<file path="config.mk">
export PLATFORM = sky130hd
export DESIGN_NAME = fabric_config_loader
export DESIGN_NICKNAME = d
export VERILOG_FILES = /design/src/rtl/fabric_config_loader.sv
export SDC_FILE = /design/constraint.sdc
export NUM_CORES = 1
export LEC_CHECK = 0
export ABC_AREA = 1
export CORE_MARGIN = 2
export CORE_UTILIZATION = 52
export DETAILED_ROUTE_END_ITERATION = 10
export HOLD_SLACK_MARGIN = 0.15
export PLACE_DENSITY = 0.75
export SYNTH_ARGS = -nofsm -noshare
export SYNTH_HDL_FRONTEND = slang
export SYNTH_SLANG_ARGS = --single-unit
</file>
<file path="constraint.sdc">
create_clock -name clk -period 4.8 [get_ports clk]
set_input_delay 1.2 -clock clk [delete_from_list [all_inputs] [get_ports clk]]
set_output_delay 1.2 -clock clk [all_outputs]
set_load 0.005 [all_outputs]
</file>
<file path="src/rtl/fabric_config_loader.sv">
// Configuration-chain loader for one CLB grid: serializes host beats into the
// per-column shift/cen chains and closes each load with a one-cycle set pulse.
module fabric_config_loader #(
    parameter int MX        = 3,
    parameter int CHAIN_LEN = 64,
    parameter int BPC       = 8
) (
    input  logic              clk,
    input  logic              rst,
    input  logic              start,
    input  logic [MX-1:0]     col_mask,
    input  logic              in_valid,
    output logic              in_ready,
    input  logic [MX*BPC-1:0] in_data,
    output logic [MX-1:0]     cfg_shift,
    output logic [MX-1:0]     cfg_cen,
    output logic [MX-1:0]     cfg_set,
    output logic              busy,
    output logic              done
);

    localparam int              BW       = (BPC > 1) ? $clog2(BPC) : 1;
    localparam int              CW       = $clog2(CHAIN_LEN + 1);
    localparam logic [BW-1:0]   LAST_IDX = BW'(BPC - 1);
    localparam logic [CW-1:0]   FULL_CNT = CW'(CHAIN_LEN);

    typedef enum logic [1:0] {IDLE, LOAD, COMMIT, DONE} state_t;

    state_t              state, state_n;
    logic [MX-1:0]       mask, mask_n;
    logic [MX*BPC-1:0]   sbuf, sbuf_n;
    logic [BW-1:0]       beat_idx, beat_idx_n;
    logic                pending, pending_n;
    logic [CW-1:0]       bit_cnt, bit_cnt_n;
    logic [MX-1:0]       shift_n, cen_n;
    logic                accept;
    logic [BW-1:0]       idx;
    logic [MX*BPC-1:0]   src;

    // bit_cnt counts bits already driven onto cfg_shift (the one on the wire
    // included); pending means the buffer still holds bits after that one.
    // NOTE: every signal written here gets a default first, so no latch is inferred.
    always_comb begin
        state_n    = state;
        mask_n     = mask;
        sbuf_n     = sbuf;
        beat_idx_n = beat_idx;
        pending_n  = pending;
        bit_cnt_n  = bit_cnt;
        shift_n    = '0;
        cen_n      = '0;
        accept     = in_valid && in_ready;
        idx        = accept ? '0 : beat_idx;
        src        = accept ? in_data : sbuf;

        case (state)
            IDLE: begin
                if (start) begin
                    mask_n     = col_mask;
                    bit_cnt_n  = '0;
                    beat_idx_n = '0;
                    pending_n  = 1'b0;
                    state_n    = (col_mask == '0) ? DONE : LOAD;
                end
            end
            LOAD: begin
                if (bit_cnt == FULL_CNT) begin
                    state_n = COMMIT;
                end else if (accept || pending) begin
                    // A fresh beat emits its bit 0 straight from in_data so the
                    // stream has no bubble across beat boundaries.
                    for (int x = 0; x < MX; x++) begin
                        shift_n[x] = src[x*BPC + int'(idx)] & mask[x];
                    end
                    cen_n      = mask;
                    sbuf_n     = src;
                    beat_idx_n = idx + 1'b1;
                    pending_n  = (idx != LAST_IDX);
                    bit_cnt_n  = bit_cnt + 1'b1;
                end
            end
            COMMIT:  state_n = DONE;
            DONE:    state_n = IDLE;
            default: state_n = IDLE;
        endcase
    end

    // NOTE: state and registered outputs use non-blocking assignments only.
    always_ff @(posedge clk or posedge rst) begin
        if (rst) begin
            state     <= IDLE;
            mask      <= '0;
            sbuf      <= '0;
            beat_idx  <= '0;
            pending   <= 1'b0;
            bit_cnt   <= '0;
            cfg_shift <= '0;
            cfg_cen   <= '0;
            cfg_set   <= '0;
            in_ready  <= 1'b0;
            busy      <= 1'b0;
            done      <= 1'b0;
        end else begin
            state     <= state_n;
            mask      <= mask_n;
            sbuf      <= sbuf_n;
            beat_idx  <= beat_idx_n;
            pending   <= pending_n;
            bit_cnt   <= bit_cnt_n;
            cfg_shift <= shift_n;
            cfg_cen   <= cen_n;
            cfg_set   <= (state_n == COMMIT) ? mask_n : '0;
            in_ready  <= (state_n == LOAD) && !pending_n && (bit_cnt_n != FULL_CNT);
            busy      <= (state_n != IDLE);
            done      <= (state_n == DONE);
        end
    end

endmodule
</file>
==> metrics <==
status=completed; # setup viols final=0; fill cell count=~430; first-pass GRT wire length=9.211 mm; routed via count=2176; worst setup margin=between 1.5 and 2 ns; core footprint=4817 um^2; Die X=approximately 75 um; Max Clock Freq=0.3371 GHz; Clock transition at path regs=0.10 ns; Syn Area/Cell=8.266 um^2; register area share after synthesis=49.20%; Synth Net Count=~360; most frequent cells in the layout=nand2_1 (95), dfrtp_1 (52), clkdlybuf4s50_1 (42); fin. max-slew vios=0; cells after synthesis=320; GRT Total Usage=21.78%; CTS Buf Count=5; Starting DRT DRC Count=215; critical path class=in2reg; # diodes=0; post-synth top area share=49.20%; clock root buffer=clkbuf_8; Worst Hold Slack=0.4991 ns; post-CTS setup buffer count=0; vias in the first global route=1986; HP Class=reg2reg; initial core utilization=between 50% and 60%; detailed placement HPWL=roughly 4 mm; unrepaired setup endpoints after global routing=false; CTS sink count=52; slew margin rel.=about 30%; Worst setup SP type=input port; initial antenna violation count=0; P&R area growth vs syn=21.52%; Total Wirelength=5.486 mm; worst-margin pin slew=between 1 and 1.5 ns; Mapped Area=2645 um^2; layout cell share with drive strength beyond 1=9.642%; largest net degree at the start of global routing=53; leakage power=1.634 nW; post-cts hold buffer count=0; FF+latch count, synth=between 50 and 60; commonest non-fill, non-tap cell in the layout=nand2_1; slowest CP cell=clkdlybuf4s50_1; VDD IR max=0.3850 mV; CTS H-tree depth=2; CTS tree=done; Setup Skew=between 0.01 and 0.015 ns; CP Data Required Time=5.00 ns; Core Util, Final=66.73%; max cap viols=0; Power per Cell Area=600.4 nW/um^2; non-filler cells, final=between 400 and 500; GRT overflow=0; Routed Antenna Nets=0; wire per inst=12.76 um; # IOs=43; CTS Buffer Depth=2; period utilization=61.79%; Fin. Hold Viols=0; Crit Path Max Fanout=22; Unique masters post-synth=28; worst skew pair latency=0.31 ns; Crit path largest cell delay=between 0.4 and 0.5 ns; GPL Wtd Cong=0.8458; largest area contributor in the netlist=dfrtp_1; worst path arrival time=between 3 and 4 ns; post-layout minimum cycle time=about 3 ns; IO buf count=42; type of destination of the critical path=flip-flop; Setup TNS Final=0 ns; CP most frequent cell=o21ai_0; DIE AREA=5673 um^2; register area=1301 um^2; first drt pass iteration count=4; worst-path cell chain=clkdlybuf4s50_1 -> nand2_2 -> inv_2 -> nor2_2 -> inv_1 -> o21ai_0 -> o21ai_0 -> o21ai_0 -> a21oi_1; Placed Cells=422; via density per instance=5.060; num rows=25; area occupied by multi-input gates=1129 um^2; Synth area leaders=dfrtp_1 (49%), nand2_1 (13%), o21ai_0 (6.6%); chip height=around 75 um; drc violations=0; Synth Warn #=0; nets=397; CTS resizes=0; Setup WS pre-CTS=1.536 ns
## worst max-delay path: cells and delay by family
kind | cells | cell delay (ns)
AO/OA/AOI/OAI | 4 | 0.53
buffers and inverters | 3 | 0.87
AND/OR/NAND/NOR | 2 | 0.55
## metal layers
metal  up-vias  track usage (%)  wire length (um)
li1       1096                -                 -
met1      1018            33.25              2792
met2        53            30.72              2344
met3         9            4.762               248
met4         0            7.602               100
met5         -                0                 0
## metrics by stage
step / instance area (um^2) / power [W]
3_5_place_dp: 3107 / 0.001632
3_3_place_gp: 3107 / 0.001604
4_1_cts: 3214 / 0.001932
2_1_floorplan: 2645 / 0.001387
5_1_grt: 3214 / 0.002108
6_report: 3214 / 0.001930
## worst paths after layout
path | start | end | slack [ns] | depth (start not counted)
worst min-delay path | sbuf[0]$_DFFE_PP0P_ | sbuf[0]$_DFFE_PP0P_ | 0.50 | 2
worst min register to register | sbuf[0]$_DFFE_PP0P_ | sbuf[0]$_DFFE_PP0P_ | 0.50 | 2
worst max register to register | in_ready$_DFF_PP0_ | cfg_shift[2]$_DFF_PP0_ | 2.74 | 8
min in group asynchronous | rst | cfg_set[0]$_DFF_PP0_ | 1.47 | 2
worst max-delay path | in_valid | cfg_shift[2]$_DFF_PP0_ | 1.83 | 9
max in group asynchronous | rst | sbuf[23]$_DFFE_PP0P_ | 2.68 | 2
## cell usage after synthesis
| cell type | number |
|---|---|
| a21oi_1 | 10 |
| nand3_1 | 16 |
| o21ai_0 | 35 |
| nand4_1 | 3 |
| nor3_1 | 1 |
| mux2_4 | 8 |
| nand2_1 | 95 |
| o21bai_1 | 1 |
| buf_4 | 1 |
| ha_1 | 4 |
| nor2_2 | 1 |
| mux2_2 | 3 |
| inv_1 | 42 |
| nand3_4 | 2 |
| nand2_2 | 3 |
| or2_2 | 2 |
| buf_6 | 1 |
| nor3_2 | 1 |
| nor2_8 | 1 |
| nor2_1 | 25 |
| inv_2 | 4 |
| clkbuf_1 | 1 |
| a21boi_0 | 1 |
| buf_2 | 4 |
| nand2_4 | 1 |
| nand3_2 | 1 |
| or2_1 | 1 |
| dfrtp_1 | 52 |
## cell type report
class                      count  area share (%)
inverter                      46           5.372
tap                           67           2.608
sequential                    52           40.48
timing repair buffer          42           13.08
clock buffer                   6           2.258
multi-input combinational    215           35.11
clock inverter                 2           1.090
## state kept, by name (all words and copies together), names as in the netlist
| register | cells |
|---|---|
| sbuf | 24 |
| bit_cnt | 7 |
| beat_idx | 3 |
| cfg_cen | 3 |
| cfg_set | 3 |
| cfg_shift | 3 |
| mask | 3 |
| state | 2 |
| busy | 1 |
| done | 1 |
| in_ready | 1 |
| pending | 1 |
## cell families (layout without fill, tap and decap cells)
group | after synthesis | count (layout) | synth area share, %
multiplexers | 11 | 11 | 5.818
AND/OR/NAND/NOR | 153 | 153 | 25.88
adder cells (fa/ha/maj) | 4 | 4 | 1.892
flip-flops | 52 | 52 | 49.20
buffers and inverters | 53 | 96 | 8.136
AO/OA/AOI/OAI | 47 | 47 | 9.083
## power breakdown
group / leakage, nW / internal [W] / total, W / switching [W]
Sequential: 0.632 / 0.000626 / 0.000736 / 0.000110
Clock: 0.0552 / 0.000155 / 0.000299 / 0.000144
Combinational: 0.947 / 0.000366 / 0.000895 / 0.000529
No activity file was read; power rests on OpenSTA's default activity.
